### config.mk
export PLATFORM = sky130hd
export DESIGN_NAME = span_scheduler
export DESIGN_NICKNAME = d
export VERILOG_FILES = /design/src/rtl/raster_pkg.sv /design/src/rtl/span_normalize.sv /design/src/rtl/span_scheduler.sv
export SDC_FILE = /design/constraint.sdc
export NUM_CORES = 1
export LEC_CHECK = 0
export ABC_AREA = 1
export BUFFER_PORTS_ARGS = -buffer_cell sky130_fd_sc_hd__buf_2
export CAP_MARGIN = 0
export CORE_MARGIN = 10
export CORE_UTILIZATION = 47
export CTS_CLUSTER_SIZE = 25
export DETAILED_ROUTE_END_ITERATION = 8
export GPL_TIMING_DRIVEN = 0
export PLACE_DENSITY = 0.83
export SLEW_MARGIN = 20
export SYNTH_ARGS = -nofsm -noshare
export SYNTH_HDL_FRONTEND = slang
export SYNTH_SLANG_ARGS = --single-unit
### constraint.sdc
create_clock -name clk -period 2.2 [get_ports clk]
set_input_delay 0.11 -clock clk [delete_from_list [all_inputs] [get_ports clk]]
set_output_delay 0.11 -clock clk [all_outputs]
set_load 0.02 [all_outputs]
### src/rtl/raster_pkg.sv
// Shared types and screen defaults for the span scheduling path.
package raster_pkg;

  localparam int DEFAULT_SCREEN_W = 640;
  localparam int DEFAULT_SCREEN_H = 480;

  typedef struct packed {
    logic [15:0] x0;
    logic [15:0] x1;
    logic [15:0] y;
    logic [15:0] z1;
    logic [15:0] z2;
  } span_t;

  typedef enum logic [1:0] {
    ST_IDLE  = 2'd0,
    ST_NORM  = 2'd1,
    ST_ISSUE = 2'd2,
    ST_WAIT  = 2'd3
  } sched_state_t;

endpackage

### src/rtl/span_normalize.sv
// Orders span endpoints (z follows x), culls off-screen spans and clamps x1.
module span_normalize
  import raster_pkg::*;
#(
  parameter int SCREEN_W = DEFAULT_SCREEN_W,
  parameter int SCREEN_H = DEFAULT_SCREEN_H
) (
  input  span_t span_in,
  output span_t span_out,
  output logic  cull
);

  localparam logic [15:0] W_LIM = 16'(SCREEN_W);
  localparam logic [15:0] H_LIM = 16'(SCREEN_H);
  localparam logic [15:0] X_MAX = 16'(SCREEN_W - 1);

  span_t ord_s;

  // Swap endpoints when reversed, then decide cull and clamp the right edge.
  always_comb begin
    ord_s = span_in;
    if (span_in.x0 > span_in.x1) begin
      ord_s.x0 = span_in.x1;
      ord_s.x1 = span_in.x0;
      ord_s.z1 = span_in.z2;
      ord_s.z2 = span_in.z1;
    end else begin
      ord_s = span_in;
    end
    cull     = (ord_s.y >= H_LIM) || (ord_s.x0 >= W_LIM);
    span_out = ord_s;
    if (ord_s.x1 > X_MAX) begin
      span_out.x1 = X_MAX;
    end else begin
      span_out.x1 = ord_s.x1;
    end
  end

endmodule

### src/rtl/span_scheduler.sv
// Round-robin arbiter feeding normalized spans to the shared span engine.
module span_scheduler
  import raster_pkg::*;
#(
  parameter int SCREEN_W = DEFAULT_SCREEN_W,
  parameter int SCREEN_H = DEFAULT_SCREEN_H
) (
  input  logic             clk,
  input  logic             reset,
  input  logic [1:0]       req_valid,
  output logic [1:0]       req_ready,
  input  logic [1:0][15:0] req_x0,
  input  logic [1:0][15:0] req_x1,
  input  logic [1:0][15:0] req_y,
  input  logic [1:0][15:0] req_z1,
  input  logic [1:0][15:0] req_z2,
  output logic             eng_start,
  output logic [15:0]      eng_x0,
  output logic [15:0]      eng_y0,
  output logic [15:0]      eng_x1,
  output logic [15:0]      eng_y1,
  output logic [15:0]      eng_z1,
  output logic [15:0]      eng_z2,
  input  logic             eng_done,
  output logic             busy,
  output logic             grant_id,
  output logic [15:0]      span_count,
  output logic [15:0]      drop_count
);

  sched_state_t state_r;
  span_t        span_r;
  span_t        eng_r;
  span_t        span_in_s;
  span_t        norm_s;
  logic         cull_s;
  logic         pick_s;
  logic         hs_s;
  logic         last_grant_r;
  logic         grant_id_r;
  logic         eng_start_r;
  logic [15:0]  span_count_r;
  logic [15:0]  drop_count_r;

  // Round-robin choice: with both valid, favour the one not granted last.
  always_comb begin
    pick_s = 1'b0;
    if (req_valid == 2'b11) begin
      pick_s = ~last_grant_r;
    end else if (req_valid[0]) begin
      pick_s = 1'b0;
    end else begin
      pick_s = 1'b1;
    end
  end

  assign hs_s = (state_r == ST_IDLE) && (req_valid != 2'b00);

  // Ready goes only to the winner and only while idle.
  always_comb begin
    req_ready = 2'b00;
    if (hs_s) begin
      req_ready[pick_s] = 1'b1;
    end else begin
      req_ready = 2'b00;
    end
  end

  assign span_in_s = '{x0: req_x0[pick_s], x1: req_x1[pick_s], y: req_y[pick_s],
                       z1: req_z1[pick_s], z2: req_z2[pick_s]};

  span_normalize #(.SCREEN_W(SCREEN_W), .SCREEN_H(SCREEN_H)) u_norm (
    .span_in  (span_r),
    .span_out (norm_s),
    .cull     (cull_s)
  );

  // Scheduler FSM: latch, normalize, pulse start, then hold until engine done.
  always_ff @(posedge clk) begin
    if (reset) begin
      state_r      <= ST_IDLE;
      span_r       <= '0;
      eng_r        <= '0;
      last_grant_r <= 1'b1;
      grant_id_r   <= 1'b0;
      eng_start_r  <= 1'b0;
      span_count_r <= 16'd0;
      drop_count_r <= 16'd0;
    end else begin
      eng_start_r <= 1'b0;
      case (state_r)
        ST_IDLE: begin
          if (hs_s) begin
            span_r       <= span_in_s;
            grant_id_r   <= pick_s;
            last_grant_r <= pick_s;
            state_r      <= ST_NORM;
          end
        end
        ST_NORM: begin
          if (cull_s) begin
            drop_count_r <= drop_count_r + 16'd1;
            state_r      <= ST_IDLE;
          end else begin
            eng_r       <= norm_s;
            eng_start_r <= 1'b1;
            state_r     <= ST_ISSUE;
          end
        end
        ST_ISSUE: begin
          span_count_r <= span_count_r + 16'd1;
          state_r      <= ST_WAIT;
        end
        ST_WAIT: begin
          if (eng_done) begin
            state_r <= ST_IDLE;
          end
        end
        default: state_r <= ST_IDLE;
      endcase
    end
  end

  assign eng_start  = eng_start_r;
  assign eng_x0     = eng_r.x0;
  assign eng_x1     = eng_r.x1;
  assign eng_y0     = eng_r.y;
  assign eng_y1     = eng_r.y;
  assign eng_z1     = eng_r.z1;
  assign eng_z2     = eng_r.z2;
  assign busy       = (state_r != ST_IDLE);
  assign grant_id   = grant_id_r;
  assign span_count = span_count_r;
  assign drop_count = drop_count_r;

endmodule
# Word-level counts from Yosys, hierarchy flattened
# Cells that the tools add are included.
[word_totals] regBits=197 in_bits=165 out_inout_bits=133 elab_cells=67
[classes] addsub=2 n_lt_le_gt_ge=6 n_eq_ne=6 n_mux=23 bitwise_logic=3 n_reduce_logical=11
[op_table] op="$mux W16" n=11
[op_table] op="$mux W32" n=2
[op_table] op="$add A16 B1 Y16 const B" n=2
[op_table] op="$ge A16 B10 Y1 const B" n=1
[op_table] op="$ge A16 B9 Y1 const B" n=1
[op_table] op="$gt A16 B10 Y1 const B" n=1
[op_table] op="$gt A16 B16 Y1" n=1
[op_table] op="$mux W2" n=4
[op_table] op="$pmux W2 S4" n=1
[op_table] op="$reduce_and A2 Y1" n=4
[op_table] op="$eq A2 B2 Y1 const B" n=3
[op_table] op="$mux W1" n=4
[op_table] op="$ne A2 B2 Y1 const B" n=2
[op_table] op="$reduce_bool A2 Y1" n=2
[op_table] op="$not A1 Y1" n=3
[op_table] op="$eq A2 B1 Y1 const B" n=1
[op_table] op="$logic_and A1 B1 Y1" n=2
[op_table] op="$logic_not A2 Y1" n=1
[op_table] op="$lt A1 B2 Y1 const B" n=1
[op_table] op="$reduce_or A2 Y1" n=1
[op_table] op="$demux W1 S1" n=1
[op_table] op="$ge A1 B1 Y1 const B" n=1
[op_table] op="$logic_or A1 B1 Y1" n=1

# Depth between registers and ports, before layout
# Gate-level depths: netlist of the first run.
[depth] depth_word=7 mapped_depth=23 depth_no_buf=21

# Cells and area by module
# From an unflattened synthesis of the first run, not the netlist that was laid out.
[unflattened] hier_cells=1533 hier_area_um2=9993.3
[modules_own_cells] module="span_scheduler" n_inst=1 cells_per_inst=1241 area_per_inst_um2=8448.1 seq_area_each_um2=3943.8
[modules_own_cells] module="span_normalize" n_inst=1 cells_per_inst=292 area_per_inst_um2=1545.2 seq_area_each_um2=0.0

# Worst setup path after synthesis of the first run
# Ideal clock, no wire load.
[synth_timing] path_kind="register to register" from="reg span_r[58] (netlist name)" to="reg eng_r, in the netlist eng_y0[6]" setup_ns=0.064 arrival_time_ns=2.297 required_ns=2.136 slack_ns=-0.161 stages_incl_launch_ff=18 n_path_buf=3 period_less_slack_ns=2.361 cell_sequence="dfxtp_1 inv_1 ha_1 nand4_1 nor3_4 nand2_2 nand2_4 nand2_4 buf_6 nand2_1 nand3_2 nor2_2 nand3_4 nor2_4 buf_6 buf_8 nor2_2 nor2_1"
[synth_via] elab_chain_len=6
[synth_lines] element="start: declaration" line_no="span_scheduler.sv:32" text="span_t span_r;"
[synth_lines] element="start signal: assignment" line_no="span_scheduler.sv:94" text="span_r <= span_in_s;"
[synth_lines] element="$gt A16 B16 Y1" line_no="span_normalize.sv:22" text="if (span_in.x0 > span_in.x1) begin"
[synth_lines] element="$mux W32 (*)" line_no="span_normalize.sv:22"
[synth_lines] element="$ge A16 B10 Y1 (*)" line_no="span_normalize.sv:30" text="cull = (ord_s.y >= H_LIM) || (ord_s.x0 >= W_LIM);"
[synth_lines] element="$logic_or A1 B1 Y1 (*)" line_no="span_normalize.sv:30"
[synth_lines] element="$not A1 Y1 (no line) (*)"
[synth_lines] element="$reduce_and A2 Y1 (no line) (*)"
[synth_lines] element="end signal: assignment" line_no="span_scheduler.sv:105" text="eng_r <= norm_s;"
[synth_lines] element="end: declaration" line_no="span_scheduler.sv:33" text="span_t eng_r;"
# Mark *: on every way between the ends. The rest lies on a longest branch, timed or not.
# A chain may end at the register's enable or synchronous reset.

# Worst setup path in the final report of the first run
[layout_timing] from="reg span_r[56] (netlist name)" to="reg eng_r, in the netlist eng_x1[3]"
[layout_via] elab_chain_len=6 word_cells_on_any_way=8 classes_between="order compare (3); mux (2); bitwise (1); reduce/logical (2)"
[layout_lines] element="$gt A16 B16 Y1" line_no="span_normalize.sv:22"
[layout_lines] element="$mux W32 (*)" line_no="span_normalize.sv:22"
[layout_lines] element="$ge A16 B10 Y1" line_no="span_normalize.sv:30"
[layout_lines] element="$logic_or A1 B1 Y1" line_no="span_normalize.sv:30"
[layout_lines] element="$not A1 Y1 (no line)"
[layout_lines] element="$reduce_and A2 Y1 (no line)"
# Marked as above.

==> key figures, run 1 <==
Status
  • Status: finished, violations left
  • Violated checks: negative setup slack

Place
  • DP Area: 12100 um^2
  • Dpl hpwl: about 27 mm
  • RD Place Congestion: 0.919
  • IO buf count: 296
  • Placed instance count: about 2200

Clock network
  • Root buf cell: clkbuf_16
  • Number of CTS-inserted buffers: 17
  • Clock-pin slew on the worst setup and hold paths: 0.08 ns
  • CTS tree: built
  • Clk_lat worst skew: 0.44 ns
  • Clock tree buffer depth: 2
  • Clock sink count: 197
  • CTS H-tree depth: 4

Synth
  • Syn avg cell area: ~6.3 um^2
  • Syn nets: 1789
  • Synth Register Bits: ~200
  • Synthesis Warnings: 0
  • Cells after synthesis: between 1500 and 2000
  • Sequential fraction of the synthesis area: 0.387
  • Distinct cells, synth: 35
  • Post-Syn Area: 10200 um^2

Die
  • Num ports: 298
  • Initial Util: 0.482
  • Die Y-Extent: about 170 um
  • Core box area: between 20000 and 25000 um^2
  • Die ar.: 28000 um^2
  • Row count: 53
  • Chip width: 167 um

GRT
  • Gr usage total: 0.284
  • Vias in the first global route: approximately 12000
  • Antenna violations before repair: 8
  • Largest net degree at the start of global routing: 18
  • First-pass GRT wire length: 64.9 mm
  • Total gr overflow: 0

Pwr
  • Pwr dens: 732 nW/um^2
  • Leakage power: just under 8 nW
  • Final Power: 0.0113 W
  • Peak supply drop: 0.000491 V

Final layout
  • Area of the multi-input gates: 5520 um^2
  • Finished Cell Area: 15400 um^2
  • Area grow syn2layout: 51.6%
  • Fill count: 1517
  • Nets: between 2000 and 2500
  • Fraction of layout cells with a size suffix above 1: 0.275
  • FF+latch area: 3980 um^2
  • Post-Layout Cell Count: between 2000 and 2500

Critical path
  • Req. time, crit path: 2.57 ns
  • CP Data Arrival Time: just over 3 ns
  • Critical path class: reg -> reg
  • Critical path startpoint category: register
  • R2R cell count: 16
  • Reg2Reg Setup Slack: -0.54 ns
  • CP startpoint: span_r[56]
  • Crit end category: register
  • RR Endpoint: eng_x1[3]
  • Worst Setup EP: eng_x1[3]
  • Reg-to-Reg Start: span_r[56]
  • Critical Path Fanout Max: 8

Route
  • Initial detailed-routing violation count: 1712
  • Routed WL: 44.1 mm
  • Top sig layer: met4
  • First drt pass iteration count: 7
  • DRC Markers: 0
  • M1 WL: 16.6 mm
  • Met2 WL: 20.8 mm
  • Post-DR vias/cell: ~5.4
  • Routed length per instance: 18.2 um
  • Wire length on met3: 4.18 mm
  • Final ANT Viol Nets: 0
  • Vias after detailed routing: 13000

Run
  • Max-cap violations: 0

Min path
  • Worst min-delay path class: in -> reg

STA
  • Fmax: 365 MHz
  • Clock Skew: 0.0127 ns
  • # setup viols final: just under 100
  • Final hold vios: 0
  • Unrepaired setup endpoints after global routing: true
  • Setup WS post-layout: -0.542 ns
  • Minimum clock period: 2.74 ns
  • Slew @ Worst Pin: 0.970 ns
  • Slew Viols, Final: 0
  • Slew HR: 0.354
  • Crit share post-route: 1.25
  • WHS: 0.0105 ns
[logic make-up after synthesis]
kind of cell    count (synthesis)  share of synthesized area
buf+inv                       304                      0.123
fa+ha+maj                      18                     0.0221
xor+xnor                       15                     0.0129
simple gates                 1003                      0.419
flops                         197                      0.387
compound gates                 69                     0.0356
[per-stage QoR]
step	TNS (ns)	worst slack, ns	utilization
6_report	-43.86	-0.542	0.730
3_3_place_gp	-59.89	-0.594	0.570
3_5_place_dp	-53.19	-0.663	0.570
5_1_grt	-57.71	-0.706	0.730
4_1_cts	-43.00	-0.521	0.701
2_1_floorplan	-7.59	-0.131	-
[cell type report]
type / count / share of cell area
multi-input cells: 1105 / 0.357
inverters: 198 / 0.0483
clock inverters: 12 / 0.0128
well taps: 275 / 0.0223
diodes: 11 / 0.00178
plain buffers: 104 / 0.0389
flip-flops and latches: 197 / 0.258
clock buffers: 19 / 0.0287
repair buffers: 502 / 0.232
[power breakdown]
part	switching, W	leakage, nW	internal (W)
sequential	0.000240	1.61	0.00380
combinational	0.00234	5.90	0.00148
clock	0.00148	0.305	0.00196
[layout by cell type, fill, tap and decap left out, drive strengths merged]
master	instances
nand2	580
bufinv	4
diode	11
a21o	1
dlygate4sd3	157
nand3b	1
nor3	10
nor4	5
o21a	2
ha	18
clkbuf	85
o21bai	1
buf	383
nand3	162
nand4	55
xnor2	3
xor2	12
a21oi	35
clkinvlp	2
inv	201
o21ai	30
clkinv	3
dfxtp	197
nor3b	1
nor2	188
or2	1
[critical path, stage by stage (launching register included)]
cell and delay [ns]:
dfxtp_2 0.36, inv_2 0.05, ha_1 0.27, nand4_1 0.16, nor3_4 0.24, nand3_4 0.16, nand2_4 0.13, buf_8 0.15
nand2_2 0.05, nand2_2 0.09, nand3_1 0.12, nor2_4 0.20, nand3_4 0.19, buf_6 0.22, nand2_4 0.06, nand2_2 0.06
nor2_1 0.14
[state kept, by name, indices dropped and copies added, names as in the netlist, named ones only]
signal        flops
last_grant_r      1
span_r           80
eng_y0           16
eng_start         1
eng_x1           16
span_count       16
eng_z1           16
eng_x0           16
state_r           1
eng_z2           16
grant_id          1
drop_count       16
[Yosys cell counts]
cell,instances,area (um^2)
nand2_1,574,2150
dfxtp_1,197,3940
inv_1,197,739
nor2_1,172,646
nand3_1,158,791
clkbuf_1,63,236
nand4_1,55,344
a21oi_1,34,170
o21ai_0,29,145
ha_1,18,225
buf_4,17,128
buf_2,14,70.1
nor2_2,14,87.6
xor2_1,12,105
nor3_1,9,45.0
buf_1,8,30.0
nor4_1,5,31.3
nand2_2,4,25.0
buf_6,3,33.8
xnor2_1,3,26.3
nand2_4,2,22.5
nand3_2,2,20.0
nand3_4,2,35.0
nor2_4,2,22.5
o21a_1,2,15.0
a21o_1,1,7.51
a21oi_2,1,8.76
buf_8,1,15.0
inv_2,1,3.75
nand3b_1,1,7.51
nor3_4,1,16.3
nor3b_2,1,12.5
o21ai_1,1,5.00
o21bai_2,1,11.3
or2_1,1,6.26
[layer usage]
| layer | track usage | vias to the layer above |
|---|---|---|
| met4 | 0.154 | 0 |
| met5 | 0 | - |
| li1 | - | 6007 |
| met1 | 0.327 | 5897 |
| met2 | 0.476 | 876 |
| met3 | 0.0702 | 218 |
[repair_timing]
action	in CTS	in global routing
gates cloned	6	1
gates resized for setup	71	173
buffers inserted	26	18
endpoints found under the hold margin	80	0
setup endpoints to repair	112	179
hold buffers	157	0
pin swaps	18	61
[worst min-delay path by stage]
stage | start | endpoint | slack (ns) | depth (start not counted)
after floorplan | req_valid[0] | state_r[0] | 0.30 | 2
after global placement | req_y[22] | span_r[38] | 0.39 | 5
after detailed placement | req_x0[28] | span_r[76] | 0.40 | 5
after CTS | req_z1[15] | span_r[31] | 0.003 | 5
after global routing | req_z1[15] | span_r[31] | 0.03 | 5
final | req_z1[15] | span_r[31] | 0.01 | 5
Power figures use the tool's default switching activity.
==> inputs of run 2 (changes only) <==
--- a/config.mk
+++ b/config.mk
@@ -9,11 +9,12 @@
 export BUFFER_PORTS_ARGS = -buffer_cell sky130_fd_sc_hd__buf_2
 export CAP_MARGIN = 0
 export CORE_MARGIN = 10
-export CORE_UTILIZATION = 47
+export CORE_UTILIZATION = 40
 export CTS_CLUSTER_SIZE = 25
 export DETAILED_ROUTE_END_ITERATION = 8
 export GPL_TIMING_DRIVEN = 0
-export PLACE_DENSITY = 0.83
+export PLACE_DENSITY = 0.74
+export REMOVE_ABC_BUFFERS = 1
 export SLEW_MARGIN = 20
 export SYNTH_ARGS = -nofsm -noshare
 export SYNTH_HDL_FRONTEND = slang
==> key figures, run 2 (same netlist as run 1, synthesis figures left out) <==
Final layout
  • Nets: around 2300
  • Max FFs per register: 80
  • Fill count: 1981
  • Most flops, register: span_r
  • Fraction of layout cells with a size suffix above 1: 0.314
  • Area grow syn2layout: 60.2%
  • Commonest cells after routing, fill and taps aside: nand2_1, buf_2, inv_1, dfxtp_1, dlygate4sd3_1
  • Commonest non-fill, non-tap cell in the layout: nand2_1
  • Final core occ: 0.650
  • Finished Cell Area: 16300 um^2

Critical path
  • Reg-to-Reg Start: span_r[57]
  • Critical Path Max Stage Delay: 0.37 ns
  • Critical path startpoint category: register
  • Crit end category: register
  • Critical path class: reg -> reg
  • Slowest cell on the critical path: dfxtp_2
  • Req. time, crit path: 2.56 ns
  • R2R cell count: 17
  • Worst path cell trace: inv_4 > ha_4 > nand4_1 > nor3_4 > nand3_4 > buf_12 > nand2_8 > nand2_4 > nand2_4 > nand3_4 > nor2_4 > buf_12 > buf_12 > nand3_4 > nand2_2 > nand2_1 > nor2_1
  • CP Data Arrival Time: 3.15 ns
  • Critical Path Fanout Max: 8
  • Reg2Reg Setup Slack: -0.59 ns
  • RR Endpoint: eng_x0[9]

Route
  • First drt pass iteration count: 5
  • Vias after detailed routing: between 10000 and 15000
  • Post-DR vias/cell: 5.03
  • Final ANT Viol Nets: 0
  • Routed length per instance: 17.4 um
  • Initial detailed-routing violation count: ~960
  • DRC Markers: 0
  • Routed WL: 42.2 mm

GRT
  • Antenna violations before repair: 8
  • First-pass GRT wire length: 63.4 mm
  • Gr usage total: 0.239
  • Total gr overflow: 0
  • Largest net degree at the start of global routing: 117
  • Vias in the first global route: 11600

Clock network
  • Clock sink count: 197
  • Root buf cell: clkbuf_16
  • Number of CTS-inserted buffers: 17
  • Clock-pin slew on the worst setup and hold paths: 0.08 ns
  • CTS tree: built
  • Clock tree buffer depth: 2
  • Clk_lat worst skew: ~0.44 ns
  • CTS H-tree depth: 4

Die
  • Initial Util: 0.406
  • Row count: 58
  • Num ports: 298
  • Chip width: approximately 180 um
  • Die ar.: 32200 um^2
  • Die Y-Extent: between 150 and 200 um
  • Core box area: 25100 um^2

Pwr
  • Net switching power figure: between 0.004 and 0.005 W
  • Switching share of power: 0.383
  • Clock power share: 0.258
  • Flop pwr share: 0.331
  • Peak supply drop: 0.000481 V
  • Logic pwr share: 0.411
  • Leakage power: 8.02 nW
  • Pwr dens: 741 nW/um^2
  • Final Power: 0.0121 W
  • Cell Int Power: 0.00746 W

STA
  • Slew Viols, Final: 0
  • # setup viols final: 98
  • WHS: 0.0252 ns
  • Minimum clock period: 2.79 ns
  • Setup WS post-layout: -0.594 ns
  • Clock Skew: 0.0179 ns
  • Fmax: ~360 MHz
  • Slew HR: 0.396
  • Crit share post-route: 1.27
  • Unrepaired setup endpoints after global routing: true
  • Slew @ Worst Pin: 0.906 ns
  • Final setup TNS: -44.60 ns
  • Final hold vios: 0

Min path
  • Hold_sp: req_z1[2]
  • Hold EP: span_r[18]
  • Hold-critical path depth: 5
  • Worst min-delay path class: in -> reg

Run
  • Max-cap violations: 0

Place
  • RD Place Congestion: 0.818
  • Dpl hpwl: between 20 and 25 mm
  • IO buf count: 297
  • DP Area: 11900 um^2

Status
  • Status: finished, violations left
  • Violated checks: negative setup slack
[run 2: changes by cell type in the layout (fill, tap and decap cells not counted), sizes merged, moves of 4 or more]
cell / delta
clkbuf: -64
nand2: +11
nand3: +6
bufinv: -4
inv: +4
[run 2: worst max-delay path by stage]
| stage | from | endpoint | slack, ns |
|---|---|---|---|
| 2_1_floorplan | req_valid[1] | span_r[0] | -6.62 |
| 3_3_place_gp | req_valid[1] | req_ready[1] | -15.98 |
| 3_5_place_dp | span_r[59] | eng_z2[8] | -2.75 |
| 4_1_cts | span_r[59] | eng_z2[14] | -0.55 |
| 5_1_grt | span_r[57] | eng_x0[9] | -0.70 |
| 6_report | span_r[57] | eng_x0[9] | -0.59 |
[run 2: stage by stage]
stage | worst slack, ns | cells
6_report | -0.594 | 2434
5_1_grt | -0.702 | 2434
4_1_cts | -0.546 | 2407
3_5_place_dp | -2.75 | 2141
3_3_place_gp | -15.98 | 2127
2_1_floorplan | -6.62 | 1500
[run 2: final cells by class]
cell class / instances / area (um^2) / share of cell area
inverters: 198 / 753 / 0.0462
well taps: 330 / 413 / 0.0253
diodes: 8 / 20.0 / 0.00123
clock inverters: 13 / 140 / 0.00859
repair buffers: 546 / 4390 / 0.269
clock buffers: 19 / 443 / 0.0271
multi-input cells: 1123 / 6170 / 0.378
flip-flops and latches: 197 / 3980 / 0.244
[run 2: critical path, delay by kind of cell, from the launching register on]
kind          cells  cell delay [ns]
fa+ha+maj         1             0.26
simple gates     12             1.59
buf+inv           4             0.47
flops             1             0.37
[run 2: timing repair]
item,CTS,global route
endpoints found under the hold margin,81,0
hold buffers,159,0
cloned,21,4
pin swaps,77,68
endpoints found under the setup margin,103,136
buffers inserted,54,19
gates resized for setup,147,139
[run 2: power groups by stage]
stage,clock [W],sequential (W),combinational [W]
5_1_grt,0.00331,0.00403,0.00533
2_1_floorplan,0,0.00409,0.00169
4_1_cts,0.00317,0.00397,0.00432
3_3_place_gp,0,0.00403,0.00262
6_report,0.00312,0.00400,0.00498
3_5_place_dp,0,0.00404,0.00268
[run 2: per-layer routing]
| metal | vias up | global-route usage | share of wire |
|---|---|---|---|
| li1 | 5958 | - | - |
| met1 | 5626 | 0.280 | 0.40 |
| met2 | 538 | 0.408 | 0.49 |
| met3 | 116 | 0.0468 | 0.063 |
| met4 | 0 | 0.116 | 0.040 |
| met5 | - | 0 | 0 |
==> inputs of run 3 (changes only) <==
--- a/config.mk
+++ b/config.mk
@@ -18,4 +18,5 @@
 export SLEW_MARGIN = 20
 export SYNTH_ARGS = -nofsm -noshare
 export SYNTH_HDL_FRONTEND = slang
+export SYNTH_HIERARCHICAL = 1
 export SYNTH_SLANG_ARGS = --single-unit
==> key figures, run 3 <==
Critical path
  • Reg2Reg Setup Slack: -0.77 ns
  • Crit end category: register
  • Critical Path Fanout Max: 6
  • Crit path buf inv count: 4
  • Slowest cell on the critical path: dfxtp_2
  • Critical Path Max Stage Delay: ~0.34 ns
  • Worst path cell trace: inv_1 > ha_1 > nand2_1 > nor3_4 > nand4_4 > buf_6 > buf_4 > nand3_2 > nand2_2 > nand2_2 > nand2_2 > nand3_4 > buf_4 > nand3_4 > or2_4 > nor2_4 > nand2_1 > nand2_1 > nor2_1
  • R2R cell count: 19
  • Reg-to-Reg Start: span_r[61]
  • CP Data Arrival Time: 3.30 ns
  • Critical path startpoint category: register
  • Req. time, crit path: ~2.5 ns
  • RR Endpoint: drop_count[5]
  • Crit-path leading delay family: simple AND/OR/NAND/NOR gates
  • Critical path class: reg -> reg

Die
  • Initial Util: 0.409
  • Core box area: 24500 um^2
  • Row count: 57
  • Chip width: 178 um
  • Die Y-Extent: roughly 180 um
  • Num ports: 298
  • Die ar.: between 30000 and 40000 um^2

STA
  • Setup WS post-layout: -0.768 ns
  • Clock Skew: 0.0140 ns
  • Slew Viols, Final: 0
  • Final setup TNS: -67.94 ns
  • Final hold vios: 0
  • Slew @ Worst Pin: 0.653 ns
  • Slew HR: 0.562
  • Crit share post-route: 1.35
  • Unrepaired setup endpoints after global routing: true
  • # setup viols final: 98
  • Minimum clock period: 2.97 ns
  • Fmax: between 300 and 400 MHz

Synth
  • Most common cell in the netlist: nand2_1
  • Distinct cells, synth: 35
  • Post-synth ARST share: 0
  • Post-Syn Area: 9990 um^2
  • Synth top area cells: dfxtp_1, nand2_1, inv_1, o21ai_0, nand3_1
  • Post-synth top area share: 0.395
  • Cells after synthesis: between 1500 and 2000
  • Syn avg cell area: between 6 and 7 um^2
  • Dominant cell type by area after synthesis: dfxtp_1
  • Synth Register Bits: 197
  • Sequential fraction of the synthesis area: 0.395
  • Most used DFF post-synth: dfxtp_1
  • Synthesis Warnings: 6
  • Top post-synthesis cells by count: nand2_1, inv_1, dfxtp_1, o21ai_0, nand3_1
  • Post-synth EDFFs: 0

GRT
  • Met3 Use GR: 0.0600
  • Total gr overflow: 0
  • Met1 usage: 0.275
  • Vias in the first global route: between 10000 and 15000
  • Antenna violations before repair: 3
  • Largest net degree at the start of global routing: 103
  • Met2 Track Usage GR: 0.410
  • Gr usage total: 0.238
  • First-pass GRT wire length: 60.6 mm
  • Layer carrying the most global-route usage: met2

Route
  • Vias after detailed routing: 11900
  • Routed length per instance: 17.6 um
  • Final ANT Viol Nets: 0
  • DRC Markers: 0
  • Routed WL: around 40 mm
  • First drt pass iteration count: 5
  • Initial detailed-routing violation count: 1027
  • Post-DR vias/cell: roughly 5.1

Status
  • Violated checks: negative setup slack
  • Status: finished, violations left

Final layout
  • Max FFs per register: 80
  • Commonest cells after routing, fill and taps aside: nand2_1, buf_2, inv_1, dfxtp_1, dlygate4sd3_1
  • Area grow syn2layout: 53.5%
  • Post-Layout Cell Count: 2333
  • Fill count: slightly below 2000
  • Most flops, register: span_r
  • Nets: 2175
  • Fraction of layout cells with a size suffix above 1: 0.294
  • Commonest non-fill, non-tap cell in the layout: nand2_1

Pwr
  • Pwr dens: 700 nW/um^2
  • Peak supply drop: between 0.0006 and 0.0007 V
  • Leakage power: 7.52 nW

Clock network
  • CTS H-tree depth: 4
  • Number of CTS-inserted buffers: 17
  • Clock sink count: 197
  • CTS tree: built
  • Clock tree buffer depth: 2
  • Clk_lat worst skew: 0.43 ns
  • Clock-pin slew on the worst setup and hold paths: about 0.09 ns
  • Root buf cell: clkbuf_16

Min path
  • Hold EP: state_r[0]
  • Hold_sp: eng_done
  • Hold-critical path depth: 4
  • Worst min-delay path class: in -> reg

Place
  • RD Place Congestion: 0.826
  • Placed instance count: 2057
  • Pre-CTS setup slack: -1.96 ns
  • IO buf count: 297
  • Dpl hpwl: 21.5 mm

Run
  • Max-cap violations: 0
[run 3: cell types whose count changed after synthesis, moves of 36 or more]
cell      change
o21ai_0      +99
nand2_1      -99
nand4_1      -44
nand3_1      -40
clkbuf_1     -36
a21oi_1      +68
nor2_1      -107
inv_1        +57
[run 3: cells by family after synthesis]
kind of cell               Yosys count  share of synthesized area
AOI/OAI and AO/OA                  246                      0.126
DFF                                197                      0.395
and+or+nand+nor                    700                      0.293
adders and majority gates           18                     0.0225
xor gates and xnor gates             3                    0.00263
buffers and inverters              368                      0.161
other                                1                   0.000375
[run 3: timing repair]
item | CTS | global route
pin swaps | 13 | 24
endpoints found under the hold margin | 80 | 0
buffers inserted | 55 | 11
gates cloned | 14 | 4
hold buffers | 158 | 0
endpoints found under the setup margin | 100 | 99
resized for setup | 166 | 104
[run 3: final cells by class]
class,count,area [um^2],area share
Tap cell,324,405,0.0264
Clock inverter,14,148,0.00962
Clock buffer,18,429,0.0280
Timing Repair Buffer,541,4180,0.272
Inverter,256,981,0.0639
Multi-Input combinational cell,979,5220,0.340
Sequential cell,197,3970,0.259
Antenna cell,4,10.0,0.000652
[run 3: through the flow]
stage	instance area (um^2)	hold slack (ns)	utilization	total power [W]
6_report	15300	0.0309	0.627	0.0107
5_1_grt	15300	0.0364	0.627	0.0113
4_1_cts	14800	0.00103	0.604	0.0103
3_5_place_dp	11500	0.391	0.471	0.00633
3_3_place_gp	11300	0.386	0.460	0.00624
2_1_floorplan	9360	0.179	-	0.00552
[run 3: worst register-to-register path: stages (launching register included)]
cell and delay [ns]:
dfxtp_2 0.34, inv_1 0.06, ha_1 0.31, nand2_1 0.11, nor3_4 0.26, nand4_4 0.15, buf_6 0.16, buf_4 0.14
nand3_2 0.09, nand2_2 0.09, nand2_2 0.10, nand2_2 0.07, nand3_4 0.12, buf_4 0.13, nand3_4 0.15, or2_4 0.34
nor2_4 0.10, nand2_1 0.06, nand2_1 0.06, nor2_1 0.05
[run 3: how the worst max path moves through the flow]
| stage | start | to | cells after the start | slack [ns] |
|---|---|---|---|---|
| final | span_r[61] | drop_count[5] | 19 | -0.77 |
| after floorplan | span_r[63] | eng_x0[0] | 16 | -3.20 |
| after detailed placement | span_r[58] | eng_y0[2] | 17 | -1.96 |
| after global placement | span_r[62] | eng_x1[7] | 15 | -6.25 |
| after global routing | span_r[77] | eng_y0[2] | 17 | -0.88 |
| after CTS | span_r[58] | eng_z1[14] | 19 | -0.75 |
[run 3: power breakdown]
part	internal, W	switching, W	leakage, nW
Sequential	0.00380	0.000205	1.61
Combinational	0.00153	0.00209	5.63
Clock	0.00152	0.00159	0.283
Total	0.00685	0.00389	7.52
[run 3: routing by layer]
layer  wire length (um)  vias up  part of all wire
met1              15700     5506              0.38
met3               3610      118             0.088
li1                   -     5641                 -
met5                  0        -                 0
met2              20300      635              0.50
met4               1370        0             0.034
